===== config.mk =====
export PLATFORM = sky130hd
export DESIGN_NAME = fuel_pump_ctrl_flat
export DESIGN_NICKNAME = d
export VERILOG_FILES = /design/src/rtl/fuel_pkg.sv /design/src/rtl/fuel_pump_ctrl_if.sv /design/src/rtl/fuel_pump_ctrl_dist_avg.sv /design/src/rtl/fuel_pump_ctrl.sv /design/src/flat_wrapper.sv
export SDC_FILE = /design/constraint.sdc
export NUM_CORES = 1
export LEC_CHECK = 0
export BUFFER_PORTS_ARGS = -buffer_cell sky130_fd_sc_hd__buf_2
export CAP_MARGIN = 5
export CORE_MARGIN = 2
export CORE_UTILIZATION = 45
export CTS_BUF_LIST = sky130_fd_sc_hd__clkbuf_4 sky130_fd_sc_hd__clkbuf_8
export DETAILED_ROUTE_END_ITERATION = 10
export GPL_TIMING_DRIVEN = 0
export PLACE_DENSITY = 0.73
export SLEW_MARGIN = 15
export SYNTH_ARGS = -nofsm -noshare
export SYNTH_HDL_FRONTEND = slang
export SYNTH_HIERARCHICAL = 1
export SYNTH_SLANG_ARGS = --single-unit

===== constraint.sdc =====
create_clock -name clk -period 6.3 [get_ports clk]
set_input_delay 0.315 -clock clk [delete_from_list [all_inputs] [get_ports clk]]
set_output_delay 0.315 -clock clk [all_outputs]
set_load 0.01 [all_outputs]

===== src/rtl/fuel_pkg.sv =====
// Shared types and constants for the fuel pump controller.
package fuel_pkg;

  localparam int DIST_W = 21;

  typedef enum logic [1:0] {
    ST_OFF   = 2'd0,
    ST_IDLE  = 2'd1,
    ST_PUMP  = 2'd2,
    ST_FAULT = 2'd3
  } state_e;

  typedef enum logic [1:0] {
    FLT_NONE     = 2'd0,
    FLT_TIMEOUT  = 2'd1,
    FLT_WDOG     = 2'd2,
    FLT_OVERFILL = 2'd3
  } fault_e;

endpackage


===== src/rtl/fuel_pump_ctrl_if.sv =====
// Measurement bus from the ultrasonic ranging block.
interface fuel_pump_ctrl_if;
  import fuel_pkg::*;

  logic              new_measure;
  logic              timeout;
  logic [DIST_W-1:0] distance_raw;

  modport master (output new_measure, timeout, distance_raw);
  modport slave  (input  new_measure, timeout, distance_raw);
endinterface


===== src/rtl/fuel_pump_ctrl_dist_avg.sv =====
// Box-car averager over 2^AVG_LOG2 valid samples plus a saturating
// consecutive-timeout counter.
module dist_avg
  import fuel_pkg::*;
#(
  parameter int AVG_LOG2 = 2,
  parameter int MAX_TO   = 3,
  parameter int TO_W     = 2
) (
  input  logic              clk,
  input  logic              rst_n,
  input  logic              new_measure,
  input  logic              timeout,
  input  logic [DIST_W-1:0] distance_raw,
  input  logic              clear,
  output logic [DIST_W-1:0] avg,
  output logic              avg_valid,
  output logic [TO_W-1:0]   timeout_cnt
);
  localparam int ACC_W = DIST_W + AVG_LOG2;
  localparam int CNT_W = AVG_LOG2 + 1;
  localparam logic [CNT_W-1:0] CNT_LAST = CNT_W'((1 << AVG_LOG2) - 1);
  localparam logic [CNT_W-1:0] CNT_ONE  = CNT_W'(1);
  localparam logic [TO_W-1:0]  TO_MAX   = TO_W'(MAX_TO);
  localparam logic [TO_W-1:0]  TO_ONE   = TO_W'(1);

  logic [ACC_W-1:0]  acc_q, acc_d, sum;
  logic [CNT_W-1:0]  cnt_q, cnt_d;
  logic [TO_W-1:0]   to_cnt_q, to_cnt_d;
  logic [DIST_W-1:0] avg_q, avg_d;
  logic              avg_valid_q, avg_valid_d;

  // accumulate valid samples, emit truncated mean on the last one
  always_comb begin
    sum         = acc_q + ACC_W'(distance_raw);
    acc_d       = acc_q;
    cnt_d       = cnt_q;
    to_cnt_d    = to_cnt_q;
    avg_d       = avg_q;
    avg_valid_d = 1'b0;
    if (clear) begin
      acc_d    = '0;
      cnt_d    = '0;
      to_cnt_d = '0;
    end else if (new_measure) begin
      if (!timeout) begin
        to_cnt_d = '0;
        if (cnt_q == CNT_LAST) begin
          avg_d       = DIST_W'(sum >> AVG_LOG2);
          avg_valid_d = 1'b1;
          acc_d       = '0;
          cnt_d       = '0;
        end else begin
          acc_d = sum;
          cnt_d = cnt_q + CNT_ONE;
        end
      end else if (to_cnt_q != TO_MAX) begin
        to_cnt_d = to_cnt_q + TO_ONE;
      end
    end
  end

  // state registers
  always_ff @(posedge clk) begin
    if (!rst_n) begin
      acc_q       <= '0;
      cnt_q       <= '0;
      to_cnt_q    <= '0;
      avg_q       <= '0;
      avg_valid_q <= 1'b0;
    end else begin
      acc_q       <= acc_d;
      cnt_q       <= cnt_d;
      to_cnt_q    <= to_cnt_d;
      avg_q       <= avg_d;
      avg_valid_q <= avg_valid_d;
    end
  end

  assign avg         = avg_q;
  assign avg_valid   = avg_valid_q;
  assign timeout_cnt = to_cnt_q;

endmodule


===== src/rtl/fuel_pump_ctrl.sv =====
// Hysteresis fill controller with sensor-loss, watchdog and overfill faults.
// Optional anti-short-cycle hold-off enabled by FUEL_PUMP_MIN_OFF_EN.
module fuel_pump_ctrl
  import fuel_pkg::*;
#(
  parameter int AVG_LOG2        = 2,
  parameter int LOW_DIST        = 30000,
  parameter int FULL_DIST       = 10000,
  parameter int MIN_DIST        = 2500,
  parameter int MAX_TIMEOUTS    = 3,
  parameter int MAX_PUMP_CYCLES = 1500000000
`ifdef FUEL_PUMP_MIN_OFF_EN
  ,
  parameter int MIN_OFF_CYCLES  = 250000000
`endif
) (
  input  logic                    clk,
  input  logic                    rst_n,
  input  logic                    enable,
  input  logic                    clr_fault,
  fuel_pump_ctrl_if.slave         meas,
  output logic                    pump_on,
  output logic                    avg_valid,
  output logic [DIST_W-1:0]       avg_distance,
  output logic [1:0]              state,
  output logic [1:0]              fault_code
);
  localparam int TO_W = $clog2(MAX_TIMEOUTS + 1);
  localparam logic [DIST_W-1:0] LOW_D     = DIST_W'(LOW_DIST);
  localparam logic [DIST_W-1:0] FULL_D    = DIST_W'(FULL_DIST);
  localparam logic [DIST_W-1:0] MIN_D     = DIST_W'(MIN_DIST);
  localparam logic [TO_W-1:0]   TO_LIMIT  = TO_W'(MAX_TIMEOUTS);
  localparam logic [31:0]       WDOG_LAST = 32'(MAX_PUMP_CYCLES - 1);

  state_e      state_q, state_d;
  fault_e      fault_q, fault_d;
  logic [31:0] wdog_q, wdog_d;
  logic        pump_on_q, pump_on_d;
  logic        holdoff_ok;

  logic [DIST_W-1:0] avg;
  logic              avg_vld;
  logic [TO_W-1:0]   to_cnt;
  logic              meas_en, avg_clear;

  // samples only count while running; OFF (or about to be) wipes the average
  assign meas_en   = meas.new_measure && (state_q == ST_IDLE || state_q == ST_PUMP);
  assign avg_clear = (state_q == ST_OFF) || (state_d == ST_OFF);

  dist_avg #(.AVG_LOG2(AVG_LOG2), .MAX_TO(MAX_TIMEOUTS), .TO_W(TO_W)) u_avg (
    .clk          (clk),
    .rst_n        (rst_n),
    .new_measure  (meas_en),
    .timeout      (meas.timeout),
    .distance_raw (meas.distance_raw),
    .clear        (avg_clear),
    .avg          (avg),
    .avg_valid    (avg_vld),
    .timeout_cnt  (to_cnt)
  );

`ifdef FUEL_PUMP_MIN_OFF_EN
  logic [31:0] holdoff_q, holdoff_d;
  assign holdoff_ok = (holdoff_q == '0);

  // hold-off loads on stop, counts down, and is cleared outside IDLE/PUMP
  always_comb begin
    holdoff_d = holdoff_q;
    if (state_d == ST_OFF || state_d == ST_FAULT)
      holdoff_d = '0;
    else if (state_q == ST_PUMP && state_d == ST_IDLE)
      holdoff_d = 32'(MIN_OFF_CYCLES);
    else if (holdoff_q != '0)
      holdoff_d = holdoff_q - 32'd1;
  end

  // hold-off register
  always_ff @(posedge clk) begin
    if (!rst_n) holdoff_q <= '0;
    else        holdoff_q <= holdoff_d;
  end
`else
  assign holdoff_ok = 1'b1;
`endif

  // next state: faults, then enable drop, then fill hysteresis
  always_comb begin
    state_d = state_q;
    fault_d = fault_q;
    case (state_q)
      ST_OFF: if (enable) state_d = ST_IDLE;
      ST_IDLE, ST_PUMP: begin
        if (to_cnt >= TO_LIMIT) begin
          state_d = ST_FAULT;
          fault_d = FLT_TIMEOUT;
        end else if (avg_vld && avg < MIN_D) begin
          state_d = ST_FAULT;
          fault_d = FLT_OVERFILL;
        end else if (state_q == ST_PUMP && wdog_q >= WDOG_LAST) begin
          state_d = ST_FAULT;
          fault_d = FLT_WDOG;
        end else if (!enable) begin
          state_d = ST_OFF;
        end else if (state_q == ST_IDLE) begin
          if (avg_vld && avg >= LOW_D && holdoff_ok) state_d = ST_PUMP;
        end else begin
          if (avg_vld && avg <= FULL_D) state_d = ST_IDLE;
        end
      end
      default: if (clr_fault) begin
        state_d = ST_OFF;
        fault_d = FLT_NONE;
      end
    endcase
    wdog_d    = (state_q == ST_PUMP && state_d == ST_PUMP) ? wdog_q + 32'd1 : '0;
    pump_on_d = (state_d == ST_PUMP);
  end

  // FSM, watchdog and pump drive registers
  always_ff @(posedge clk) begin
    if (!rst_n) begin
      state_q   <= ST_OFF;
      fault_q   <= FLT_NONE;
      wdog_q    <= '0;
      pump_on_q <= 1'b0;
    end else begin
      state_q   <= state_d;
      fault_q   <= fault_d;
      wdog_q    <= wdog_d;
      pump_on_q <= pump_on_d;
    end
  end

  assign pump_on      = pump_on_q;
  assign avg_valid    = avg_vld;
  assign avg_distance = avg;
  assign state        = state_q;
  assign fault_code   = fault_q;

endmodule


===== src/flat_wrapper.sv =====
// flat-port wrapper written by rule: the top's interface ports become plain ports
module fuel_pump_ctrl_flat import fuel_pkg::*;
#(
  parameter int AVG_LOG2        = 2,
  parameter int LOW_DIST        = 30000,
  parameter int FULL_DIST       = 10000,
  parameter int MIN_DIST        = 2500,
  parameter int MAX_TIMEOUTS    = 3,
  parameter int MAX_PUMP_CYCLES = 1500000000

)
  (clk, rst_n, enable, clr_fault, pump_on, avg_valid, avg_distance, state, fault_code, meas_new_measure, meas_timeout, meas_distance_raw);
  fuel_pump_ctrl_if meas_i ();
  input  logic clk;
  input  logic rst_n;
  input  logic enable;
  input  logic clr_fault;
  output logic pump_on;
  output logic avg_valid;
  output logic [DIST_W-1:0] avg_distance;
  output logic [1:0] state;
  output logic [1:0] fault_code;
  input wire logic [$bits(meas_i.new_measure)-1:0] meas_new_measure;
  input wire logic [$bits(meas_i.timeout)-1:0] meas_timeout;
  input wire logic [$bits(meas_i.distance_raw)-1:0] meas_distance_raw;
  assign meas_i.new_measure = meas_new_measure;
  assign meas_i.timeout = meas_timeout;
  assign meas_i.distance_raw = meas_distance_raw;
  fuel_pump_ctrl #(.AVG_LOG2(AVG_LOG2), .LOW_DIST(LOW_DIST), .FULL_DIST(FULL_DIST), .MIN_DIST(MIN_DIST), .MAX_TIMEOUTS(MAX_TIMEOUTS), .MAX_PUMP_CYCLES(MAX_PUMP_CYCLES)) u_core (.clk(clk), .rst_n(rst_n), .enable(enable), .clr_fault(clr_fault), .meas(meas_i), .pump_on(pump_on), .avg_valid(avg_valid), .avg_distance(avg_distance), .state(state), .fault_code(fault_code));
endmodule

**After elaboration in Yosys (flattened, before gate mapping)**

Index checks and enable logic that the tools add are counted.
Widths: inputs -> output; s select.

- Bits in registers: 87
- Bits of input ports: 27
- Logic and storage cells: 69

- Add/sub/neg operators: 4
- $lt $le $gt $ge: 5
- Eq/ne operators: 7
- Mux-type cells: 20
- Bitwise operators: 5
- Reduce and logical (&&, ||, !) cells: 19

Operators with widths:

| cell | number |
|---|---|
| $add 32x1->32 const B | 1 |
| $ge 32x31->1 const B | 1 |
| $mux 2 | 15 |
| $add 23x21->23 | 1 |
| $mux 23 | 1 |
| $ge 21x15->1 const B | 1 |
| $le 21x14->1 const B | 1 |
| $lt 21x12->1 const B | 1 |
| $pmux 2 s2 | 2 |
| $logic_and 1x1->1 | 6 |
| $reduce_and 2->1 | 3 |
| $not 1->1 | 5 |
| $eq 2x2->1 const B | 2 |
| $logic_not 2->1 | 2 |
| $ne 4x1->1 const B | 1 |
| $reduce_and 4->1 | 1 |
| $reduce_or 2->1 | 2 |
| $reduce_or 4->1 | 1 |
| $add 3x1->3 const B | 1 |
| $eq 3x2->1 const B | 1 |
| $mux 3 | 1 |
| $reduce_and 3->1 | 1 |
| $add 2x1->2 const B | 1 |
| $eq 2x1->1 const B | 1 |
| 6 further kinds | 7 |

**Longest topological paths before layout**

Gate-level depths: netlist of run 1.

- Word-level depth: 13
- Gate-level depth with buffers: 14
- Mapped depth without buffers: 13

**Cells and area by module**

Netlist of run 1, hierarchy kept.

Modules (own cells, without submodules):

| module | times used | cells each | area an instance (sq um) | sequential area each (sq um) |
|---|---|---|---|---|
| dist_avg | 1 | 343 | 2,942.8 | 1,001.0 |
| fuel_pump_ctrl | 1 | 273 | 2,296.0 | 740.7 |

**Least setup slack after synthesis of run 1**

Ideal clock, no wire load.

- Path type: register -> register
- From: register u_core.u_avg.avg_q[7], in the netlist u_core/u_avg/avg[7]
- To: register u_core.u_avg.acc_q[10]
- Library setup time: 0.117 ns
- Arrival: 3.054 ns
- Path slack: 3.129 ns
- Stages on the path, launching flop included: 11
- Path buffers: 2
- Path through: dfxtp_1 > or4b_1 > or4_4 > a2111oi_4 > a211oi_2 > o31ai_1 > nand2b_1 > clkbuf_1 > nor2_1 > buf_2 > a22o_1

- Cells in the longest elaborated chain, start to end: 12
- Elaborated cells on any way between the ends: 17

RTL lines:

| element | line | RTL |
|---|---|---|
| start: declaration | fuel_pump_ctrl_dist_avg.sv:30 | `logic [DIST_W-1:0] avg_q, avg_d;` |
| start signal: assignment | fuel_pump_ctrl_dist_avg.sv:75 | `avg_q <= avg_d;` |
| $le 21x14->1 / $ge 21x15->1 (equally long branches) | fuel_pump_ctrl.sv:107, fuel_pump_ctrl.sv:105 |  |
| $logic_and 1x1->1, on equally long branches | fuel_pump_ctrl.sv:107, fuel_pump_ctrl.sv:105 |  |
| $mux 2, on equally long branches | fuel_pump_ctrl.sv:107, fuel_pump_ctrl.sv:105 |  |
| $mux 2 | fuel_pump_ctrl.sv:104 | `end else if (state_q == ST_IDLE) begin` |
| $mux 2 | fuel_pump_ctrl.sv:102 | `end else if (!enable) begin` |
| $mux 2 | fuel_pump_ctrl.sv:99 | `end else if (state_q == ST_PUMP && wdog_q >= WDOG_LAST) begin` |
| $mux 2 * | fuel_pump_ctrl.sv:96 | `end else if (avg_vld && avg < MIN_D) begin` |
| $mux 2 * | fuel_pump_ctrl.sv:93 | `if (to_cnt >= TO_LIMIT) begin` |
| $pmux 2 s2 * | fuel_pump_ctrl.sv:90 | `case (state_q)` |
| $logic_not 2->1 * | fuel_pump_ctrl.sv:48 | `assign avg_clear = (state_q == ST_OFF) \|\| (state_d == ST_OFF);` |
| $logic_or 1x1->1 * | fuel_pump_ctrl.sv:48 |  |
| net u_core.avg_clear | fuel_pump_ctrl.sv:44 | `logic meas_en, avg_clear;` |
| $reduce_or 2->1 (no line) * | -- |  |
| end signal: assignment | fuel_pump_ctrl_dist_avg.sv:66 | `acc_q <= '0;` |
| end signal: assignment | fuel_pump_ctrl_dist_avg.sv:72 | `acc_q <= acc_d;` |
| end: declaration | fuel_pump_ctrl_dist_avg.sv:27 | `logic [ACC_W-1:0] acc_q, acc_d, sum;` |

Mark *: on every way through the listed nets, which the timed path passes. The rest lies on a longest branch.
A chain may end at the register's enable or synchronous reset.

**Final worst setup path of run 1**

- From: register u_core.state_q[0], in the netlist u_core/state[0]
- To: register u_core.u_avg.acc_q[9]

- Cells in the longest elaborated chain, start to end: 10
- Elaborated cells on any way between the ends: 21

RTL lines:

| element | line | RTL |
|---|---|---|
| start: declaration | fuel_pump_ctrl.sv:35 | `state_e state_q, state_d;` |
| start signal: assignment | fuel_pump_ctrl.sv:127 | `state_q <= state_d;` |
| $eq 2x1->1 (tied with other cells) | fuel_pump_ctrl.sv:90, fuel_pump_ctrl.sv:104 |  |
| $mux 2 | fuel_pump_ctrl.sv:104 |  |
| $mux 2 | fuel_pump_ctrl.sv:102 |  |
| $mux 2 | fuel_pump_ctrl.sv:99 |  |
| $mux 2 | fuel_pump_ctrl.sv:96 |  |
| $mux 2 | fuel_pump_ctrl.sv:93 |  |
| $pmux 2 s2 | fuel_pump_ctrl.sv:90 |  |
| $logic_not 2->1 | fuel_pump_ctrl.sv:48 |  |
| $logic_or 1x1->1 * | fuel_pump_ctrl.sv:48 |  |
| net u_core.avg_clear | fuel_pump_ctrl.sv:44 |  |
| $reduce_or 2->1 (no line) * | -- |  |

Marked as above.

==> results of run 1 <==
## cell usage after synthesis, drive strengths merged (2+ instances only)
cell,number,area [µm²]
or3,5,37.54
o211ai,7,52.55
nand2b,5,31.28
o21bai,2,18.77
and2,7,43.79
xnor2,41,359.1
or4,2,18.77
and3,7,43.79
o21a,4,30.03
a21boi,2,15.02
clkbuf,16,60.06
nor3,17,100.1
and2b,2,17.52
o21ai,26,156.4
xor2,8,70.07
and4,3,26.28
a221oi,2,35.04
a211oi,7,67.57
nand4,10,62.56
nor2b,6,37.54
buf,10,68.81
a21oi,43,230.2
nor3b,3,22.52
nand3,24,120.1
a21o,11,82.58
o22ai,2,12.51
nand2,75,284.0
dfxtp,87,1742
inv,24,90.08
o311ai,3,43.80
nor4,41,300.3
nand4b,2,17.52
and4b,2,20.02
ha,28,350.3
nor2,38,150.1
a22o,16,140.1
a31oi,10,92.59
a41oi,2,17.52
a31o,3,26.28
## worst max-delay path by stage
stage                                   start                      to  slack [ns]
after floorplan           u_core/u_avg/avg[7]  u_core/u_avg/acc_q[10]        3.13
after global placement        u_core/state[0]  u_core/u_avg/acc_q[12]        2.68
after detailed placement      u_core/state[0]  u_core/u_avg/acc_q[10]        2.62
after CTS                     u_core/state[0]   u_core/u_avg/acc_q[9]        2.57
after global routing          u_core/state[0]   u_core/u_avg/acc_q[9]        2.28
final                         u_core/state[0]   u_core/u_avg/acc_q[9]        2.56
## per-layer routing
layer | vias to the layer above | part of all wire, % | global-route usage, %
met2 | 142 | 48 | 35.72
met5 | - | 0 | 0
met4 | 0 | 1.8 | 7.737
met1 | 2228 | 45 | 27.20
met3 | 17 | 6.0 | 5.553
li1 | 2387 | - | -
## cell type report
class                      instances  area share (%)
buffer                            26           2.180
inverter                          25           1.587
clock buffer                       9           2.095
tap                              143           3.026
multi-input combinational        478           55.39
clock inverter                     7           1.778
timing repair buffer              53           4.487
sequential                        87           29.46
## cells by family (layout without fill, tap and decap cells)
family | Yosys count | after routing
flops | 87 | 87
xor+xnor | 49 | 49
compound gates | 147 | 147
buf+inv | 51 | 120
fa+ha+maj | 29 | 29
simple gates | 252 | 252
mux | 1 | 1
## worst max-delay path: cells and delay by family, from the launching register on
family	cells	cell delay (ns)
fa+ha+maj	1	0.24
flops	1	0.39
simple gates	6	1.88
compound gates	3	0.45
buf+inv	3	0.73
## report_power, final
part	leakage, nW	internal [W]	switching (W)
clock	0.112	0.000229	0.000219
sequential	0.701	0.000551	0.00000159
combinational	1.37	0.0000285	0.0000554
total	2.18	0.000808	0.000276
## state kept, by name, summed over array words and instances, names as in the netlist
signal                    cells
u_core/state                  2
u_core/u_avg/avg             21
u_core/fault_code             2
u_core/u_avg/cnt_q            3
u_core/pump_on                1
u_core/u_avg/acc_q           23
u_core/wdog_q                32
u_core/u_avg/avg_valid        1
u_core/u_avg/timeout_cnt      2
## cell usage in the layout, fill, tap and decap left out, drive strengths merged, types with 11 or more instances in the layout
| master | count |
|---|---|
| clkbuf | 25 |
| dfxtp | 87 |
| nor3 | 17 |
| nand2 | 75 |
| a21o | 11 |
| buf | 63 |
| ha | 28 |
| nand3 | 24 |
| o21ai | 26 |
| xnor2 | 41 |
| a21oi | 43 |
| nor4 | 41 |
| a22o | 16 |
| nor2 | 38 |
| inv | 26 |
## through the flow
step | hold WS [ns] | cell area, µm² | instances | utilization (%) | setup slack [ns]
after floorplan | 0.4167 | 5239 | 616 | - | 3.129
after global placement | 0.4282 | 5683 | 812 | 49.98 | 2.677
after detailed placement | 0.4347 | 5683 | 812 | 49.98 | 2.622
after CTS | 0.2334 | 5912 | 828 | 52.00 | 2.572
after global routing | 0.2553 | 5912 | 828 | 52.00 | 2.279
final | 0.2458 | 5912 | 828 | 52.00 | 2.559
==> metrics, run 1 <==
endpoints failing hold=0; largest family of logic cells by synthesized area=simple AND/OR/NAND/NOR gates; Detail Placement HPWL=9.993 mm; RSZ-0062 raised after global routing=false; Hold Path Cell Cnt=3; Worst path slowest cell=nor2_1; clock latency on the worst-skew pair=0.38 ns; R2R cell count=13; Tcrit/Tclk final=59.37%; Top FF cell, synth=dfxtp_1; internal reg-to-reg setup slack=2.56 ns; mapped cell area=5239 µm²; maxcap violations=0; Final TNS setup=0 ns; critical setup path kind=flip-flop to flip-flop; overall power=0.001084 W; post-synthesis mux area share=0.1911%; antenna-violating nets left=0; Post-Synth Simple-Gate Area=25.96%; vias per cell=5.766; status=complete, no violations; fmax=267.3 MHz; first-pass GRT wire length=22.02 mm; number of global-route vias before repair=4668; Slew @ Worst Pin=0.8438 ns; leakage power=2.180 nW; CORE AREA=11370 µm²; crit path max fanout=10; Initial DRT Pass Iterations=5; hold endpoint=u_core/u_avg/timeout_cnt[1]; Critical R2R Launch=u_core/state[0]; CTS buffer count=9; Post-CTS Resized=0; Mapped Cells=616; CP Data Required Time=6.61 ns; diodes inserted=0; Core Rows=39; synthesis-to-layout area growth=12.85%; Root Buffer=clkbuf_8; die width=111.9 µm; Post-synth EDFFs=0; final WL=13.01 mm; Setup Skew=0.01366 ns; syn_area_per_cell=8.505 µm²; WP data arrival=4.05 ns; layout cells sized above 1=17.08%; clock transition at the registers of the reported paths=0.10 ns; initial antenna violation count=0; final period demand of the worst path=3.741 ns; HP Class=input pin to flip-flop; final setup vio count=0; Worst R2R End=u_core/u_avg/acc_q[9]; Starting Density=46.08%; sequential area share after synthesis=33.25%; PortBufs=53; Total GRT Usage=21.56%; Routed WL per cell=15.71 µm; post-synthesis xor/xnor area fraction=8.192%; Max Slew Vio Count=0; Startpoint Class=flip-flop; filler instances=1107; CTS Sinks=87; CP Cell Sequence=inv_1, ha_1, nor4bb_1, and4b_1, nand3_1, and3_1, a21oi_1, o31ai_1, nand2b_1, clkbuf_1, nor2_1, buf_2, a22o_1; Post-CTS Hold Buffers=0; Compound-Gate Fraction of Synth Area=21.09%; count of different cell masters after synthesis=72; multi-input logic area=3274 µm²; HP Start=meas_timeout; peak supply drop=0.1606 mV; #FFs+latches synth=87; Max stage delay on crit path=0.70 ns; net count after synthesis=672; Placer Congestion=0.8758; synthesis warning total=6; FFs w/ async S/R, synth=0%; Die Height=111.9 µm; Setup Buffers After CTS=0; GRT Residual Overflow=0; Worst slew margin=43.54%; Sequential Area=1742 µm²; Clock Tree Buf Depth=2; starting DRC count in detailed routing=395; Post-Synth Adder-Cell Area=7.070%; Ports=54; DIE AREA=12520 µm²; Pwr Density=183.4 nW/µm²; Layout Nets=736; CTS HTree Levels=3; CTS tree=yes; largest net degree at the start of global routing=17; DRC violations left=0; Worst Setup End Kind=flip-flop; via count=4774
Note: power is estimated with default switching activity, not from simulation.
==> run 2, diff against run 1 <==
- clock period: 6.3 -> 3.5 ns (I/O delays scaled with it)
==> run 2 against run 1 <==
Net effect:
- flip-flop and latch count unchanged
- global-route usage unchanged
- clock skew about the same
- setup slack worse by 2.4 ns
- sequential share of layout area down 0.087 points
- combinational power up 82%
- via count about the same
- maximum frequency up 12%
- critical path depth down 1
- clock power up 81%
- routed wire length up 0.58%
- register-to-register slack worse by 2.4 ns
- critical path type unchanged
- largest cell class unchanged
- highest routed layer unchanged
==> metrics, run 2 (synthesis gave the netlist of run 1 again) <==
first-pass GRT wire length=22.02 mm (unchanged); Total GRT Usage=21.56% (unchanged); CTS tree=yes; Placer Congestion=0.8758 (unchanged); fmax=299.1 MHz (+12%); peak supply drop=0.2895 mV (+80%); critical setup path kind=flip-flop to flip-flop; commonest non-fill, non-tap cell in the layout=dfxtp_1; multi-input logic area=3292 µm² (+0.54%); PortBufs=53 (unchanged); CORE AREA=11370 µm² (unchanged); Post-CTS Hold Buffers=0 (unchanged); vias per cell=5.774 (+0.14%); Clock Tree Buf Depth=2 (unchanged); Worst slew margin=56.25% (+13 points); final WL=13.08 mm (+0.58%); Tcrit/Tclk final=95.51% (+36 points); diodes inserted=0 (unchanged); crit path max fanout=10 (unchanged); synthesis-to-layout area growth=13.18%; placed inst area=5683 µm² (unchanged); Detail Placement HPWL=9.993 mm (unchanged); status=complete, no violations; largest net degree at the start of global routing=17 (unchanged); Final Core Density=52.15% (+0.15 points); HP Class=input pin to flip-flop; Layout Nets=735 (-0.14%); die width=111.9 µm (unchanged); number of global-route vias before repair=4671 (+0.064%); CP Data Required Time=3.80 ns (-2.81 ns); WP data arrival=3.65 ns (-0.40 ns); Final TNS setup=0 ns (unchanged); GRT Residual Overflow=0 (unchanged); Core Rows=39 (unchanged); final period demand of the worst path=3.343 ns (-0.3977 ns); Largest register FFs=32 (unchanged); Ports=54 (unchanged); filler instances=1100 (-0.63%); initial antenna violation count=0 (unchanged); Root Buffer=clkbuf_8; Routed WL per cell=15.82 µm (+0.70%); DRC violations left=0 (unchanged); worst hold slack=0.1058 ns (-0.1400 ns); Initial DRT Pass Iterations=5 (unchanged); Most flops, register=u_core/wdog_q; leakage power=2.186 nW (+0.31%); CTS Sinks=87 (unchanged); DIE AREA=12520 µm² (unchanged); antenna-violating nets left=0 (unchanged); Starting Density=46.08% (unchanged); clock transition at the registers of the reported paths=0.10 ns (about the same); Worst Setup End Kind=flip-flop; Setup Skew=0.01338 ns (-0.0002800 ns); layout cells sized above 1=18.13% (+1.0 points); endpoints failing hold=0 (unchanged); Startpoint Class=flip-flop; biggest regs=u_core/wdog_q x32, u_core/u_avg/acc_q x23, u_core/u_avg/avg x21; Final Worst Setup Slack=0.1571 ns (-2.402 ns); Max Slew Vio Count=0 (unchanged); CTS HTree Levels=3 (unchanged); via count=4775 (+0.021%); Sequential Area=1742 µm² (unchanged); commonest cells after routing, fill and taps aside=87 x dfxtp_1, 74 x nand2_1, 60 x buf_2; maxcap violations=0 (unchanged); RSZ-0062 raised after global routing=true; final instance area=5929 µm² (+0.30%); Pwr Density=329.8 nW/µm² (+80%); Setup WS pre-CTS=-0.1781 ns (-2.800 ns); final setup vio count=0 (unchanged); Die Height=111.9 µm (unchanged); starting DRC count in detailed routing=401 (+1.5%); clock latency on the worst-skew pair=0.38 ns (about the same); Setup Buffers After CTS=0 (unchanged); Slew @ Worst Pin=0.6562 ns (-0.1876 ns); CTS buffer count=9 (unchanged)
-- run 2: worst max-delay path, stage by stage (launching register included) --
cell	delay, ns
dfxtp_1	0.39
inv_1	0.14
ha_1	0.25
nor4bb_1	0.31
and4b_1	0.26
nand3_1	0.18
and3_1	0.28
a21oi_1	0.18
o31ai_2	0.12
nor3_2	0.46
clkbuf_1	0.42
nand2_1	0.13
a21oi_1	0.16
-- run 2: layer usage --
metal	global-route usage [%]	vias to the layer above	wire length, µm
met4	7.737	0	237
met3	5.553	18	694
met1	27.20	2232	5934
met2	35.72	137	6216
met5	0	-	0
li1	-	2388	-
-- run 2: through the flow --
step,instances,total power [W]
global placement,812,0.001162
floorplan,616,0.001118
global route,827,0.002024
detailed placement,812,0.001166
finish,827,0.001956
CTS,827,0.001968
-- run 2: timing repair --
item	4_1_cts	5_1_grt
gates resized for setup	2	9
endpoints found under the setup margin	22	36
hold endpoints to repair	0	0
-- run 2: power by group --
part / internal [W] / switching [W]
Sequential: 0.000991 / 0.00000286
Clock: 0.000412 / 0.000397
Combinational: 0.0000521 / 0.000101
-- run 2: final cells by class --
| class | count | area share [%] |
|---|---|---|
| multi-input combinational | 478 | 55.52 |
| sequential | 87 | 29.37 |
| timing repair buffer | 53 | 4.474 |
| tap | 143 | 3.018 |
| buffer | 25 | 2.173 |
| clock buffer | 9 | 2.089 |
| clock inverter | 7 | 1.773 |
| inverter | 25 | 1.583 |
-- run 2: worst paths after layout --
path / from / end / slack (ns) / cells past startpoint
setup / recovery: u_core/state[0] / u_core/u_avg/avg[18] / 0.16 / 12
hold / removal: meas_timeout / u_core/u_avg/timeout_cnt[1] / 0.11 / 3
setup reg to reg: u_core/state[0] / u_core/u_avg/avg[18] / 0.16 / 12
hold reg to reg: u_core/u_avg/cnt_q[2] / u_core/u_avg/cnt_q[2] / 0.44 / 2
==> run 3, diff against run 2 <==
--- a/config.mk
+++ b/config.mk
@@ -9,4 +9,6 @@
 export CAP_MARGIN = 5
+export CELL_PAD_IN_SITES_DETAIL_PLACEMENT = 1
+export CELL_PAD_IN_SITES_GLOBAL_PLACEMENT = 1
 export CORE_MARGIN = 2
-export CORE_UTILIZATION = 45
+export CORE_UTILIZATION = 28
 export CTS_BUF_LIST = sky130_fd_sc_hd__clkbuf_4 sky130_fd_sc_hd__clkbuf_8
@@ -14,3 +16,3 @@
 export GPL_TIMING_DRIVEN = 0
-export PLACE_DENSITY = 0.73
+export PLACE_DENSITY = 0.63
 export SLEW_MARGIN = 15
==> constraint.sdc (replaced) <==
create_clock -name clk -period 3.5 [get_ports clk]
set_input_delay 0.35 -clock clk [delete_from_list [all_inputs] [get_ports clk]]
set_output_delay 0.35 -clock clk [all_outputs]
set_load 0.01 [all_outputs]
==> run 3 against run 2 <==
Net effect:
- sequential power barely moved
- largest cell class unchanged
- clock power fell by 18%
- cell area rose by 1.6%
==> metrics, run 3 (synthesis gave the netlist of run 1 again) <==
Slew @ Worst Pin=0.6826 ns (+0.02634 ns); most used cell, CP=o21ai_0; Hold Path Cell Cnt=3 (unchanged); first-pass GRT wire length=27.14 mm (+23%); Clock Tree Buf Depth=2 (unchanged); Buf/Inv on CP=1 (-1); Die Height=140.8 µm (+26%); status=complete, no violations; Tcrit/Tclk final=93.19% (-2.3 points); Placer Congestion=0.8196 (-6.4%); biggest regs=u_core/wdog_q x32, u_core/u_avg/acc_q x23, u_core/u_avg/avg x21; Max stage delay on crit path=0.53 ns (+0.07 ns); peak supply drop=0.1825 mV (-37%); Startpoint Class=flip-flop; final WL=16.16 mm (+23%); Detail Placement HPWL=12.50 mm (+25%); Ports=54 (unchanged); Total GRT Usage=17.04% (-4.5 points); number of global-route vias before repair=5196 (+11%); endpoints failing hold=0 (unchanged); CTS buffer count=9 (unchanged); critical setup path kind=flip-flop to flip-flop; die width=140.8 µm (+26%); Final Core Density=32.52% (-20 points); Root Buffer=clkbuf_8; Most flops, register=u_core/wdog_q; largest net degree at the start of global routing=14 (-3); GRT Residual Overflow=0 (unchanged); R2R cell count=10 (-2); Largest register FFs=32 (unchanged); starting DRC count in detailed routing=175 (-56%); Routed WL per cell=17.62 µm (+11%); initial antenna violation count=0 (unchanged); Max Slew Vio Count=0 (unchanged); CORE AREA=18520 µm² (+63%); commonest non-fill, non-tap cell in the layout=dfxtp_1; critical path's top delay family=simple AND/OR/NAND/NOR gates; CP Data Required Time=3.77 ns (-0.03 ns); commonest cells after routing, fill and taps aside=87 x dfxtp_1, 74 x nand2_1, 61 x buf_2; maxcap violations=0 (unchanged); synthesis-to-layout area growth=14.95%; Setup Skew=0.01378 ns (+0.0003965 ns); Initial DRT Pass Iterations=4 (-1); final period demand of the worst path=3.262 ns (-0.08114 ns); WP data arrival=3.53 ns (-0.12 ns); Worst path depth=10 (-2); DRC violations left=0 (unchanged); crit path max fanout=10 (unchanged); layout cells sized above 1=18.59% (+0.47 points); leakage power=2.191 nW (+0.23%); CTS tree=yes; HP Class=input pin to flip-flop; worst hold slack=0.2906 ns (+0.1848 ns); CTS HTree Levels=3 (unchanged); vias per cell=5.278 (-8.6%); Sequential Area=1742 µm² (unchanged); filler instances=2242 (+100%); PortBufs=53 (unchanged); via count=4840 (+1.4%); diodes inserted=0 (unchanged); Worst slew margin=53.90% (-2.4 points); Worst path slowest cell=or4b_1; CTS Sinks=87 (unchanged); RSZ-0062 raised after global routing=false; clock latency on the worst-skew pair=0.39 ns (about the same); Pwr Density=302.6 nW/µm² (-8.3%); Starting Density=28.29% (-18 points); final setup vio count=0 (unchanged); Core Rows=50 (+28%); Layout Nets=735 (unchanged); fmax=306.6 MHz (+2.5%); multi-input logic area=3327 µm² (+1.1%); Worst Setup End Kind=flip-flop; Post-CTS Hold Buffers=0 (unchanged); DIE AREA=19820 µm² (+58%); antenna-violating nets left=0 (unchanged); CP Cell Sequence=or4b_1, or4_4, a2111oi_4, a211oi_2, o31ai_4, nand2b_4, nor2_4, clkbuf_4, o21ai_0, o21ai_0; clock transition at the registers of the reported paths=0.09 ns (about the same)
run 3: cell type report:
cell class,count,share of cell area [%]
plain buffers,25,2.223
clock buffers,11,2.410
clock inverters,4,0.3740
repair buffers,53,4.405
flip-flops and latches,87,28.92
inverters,25,1.558
multi-input cells,478,55.25
well taps,234,4.862
run 3: per-layer routing:
layer  track usage (%)  routed length [µm]  up-vias  part of all wire (%)
met5                 0                   0        -                     0
met4             3.526                 127        0                  0.79
met3             5.401                 656       11                   4.1
met2             29.76                8054       63                    50
met1             20.64                7319     2396                    45
li1                  -                   -     2370                     -
run 3: repair_timing:
| item | 4_1_cts | 5_1_grt |
|---|---|---|
| endpoints found under the setup margin | 37 | 42 |
| buffers inserted | 0 | 0 |
| resized for setup | 5 | 18 |
run 3: power breakdown:
part           internal (W)  switching (W)  total (W)
sequential         0.000991     0.00000257   0.000993
combinational     0.0000539       0.000111   0.000165
clock              0.000278       0.000386   0.000664
run 3: final timing paths:
check,start,endpoint,slack [ns]
setup / recovery,u_core/u_avg/avg[7],u_core/u_avg/acc_q[21],0.24
hold / removal,meas_timeout,u_core/u_avg/timeout_cnt[1],0.29
setup reg to reg,u_core/u_avg/avg[7],u_core/u_avg/acc_q[21],0.24
hold reg to reg,u_core/u_avg/cnt_q[2],u_core/u_avg/cnt_q[2],0.45
run 3: stage by stage:
step	setup slack (ns)	setup TNS, ns	power [W]	area (µm²)	std cells
global placement	-0.4088	-7.269	0.001170	5797	903
detailed placement	-0.5250	-9.469	0.001175	5797	903
global route	0.05032	0	0.001907	6022	917
CTS	0.02162	0	0.001850	5974	917
finish	0.2383	0	0.001822	6022	917
floorplan	0.3292	0	0.001118	5239	616
run 3: tightest hold or removal path, stage by stage:
cell and delay (ns):
buf_2 0.12, a32oi_1 0.10, nor2_1 0.07
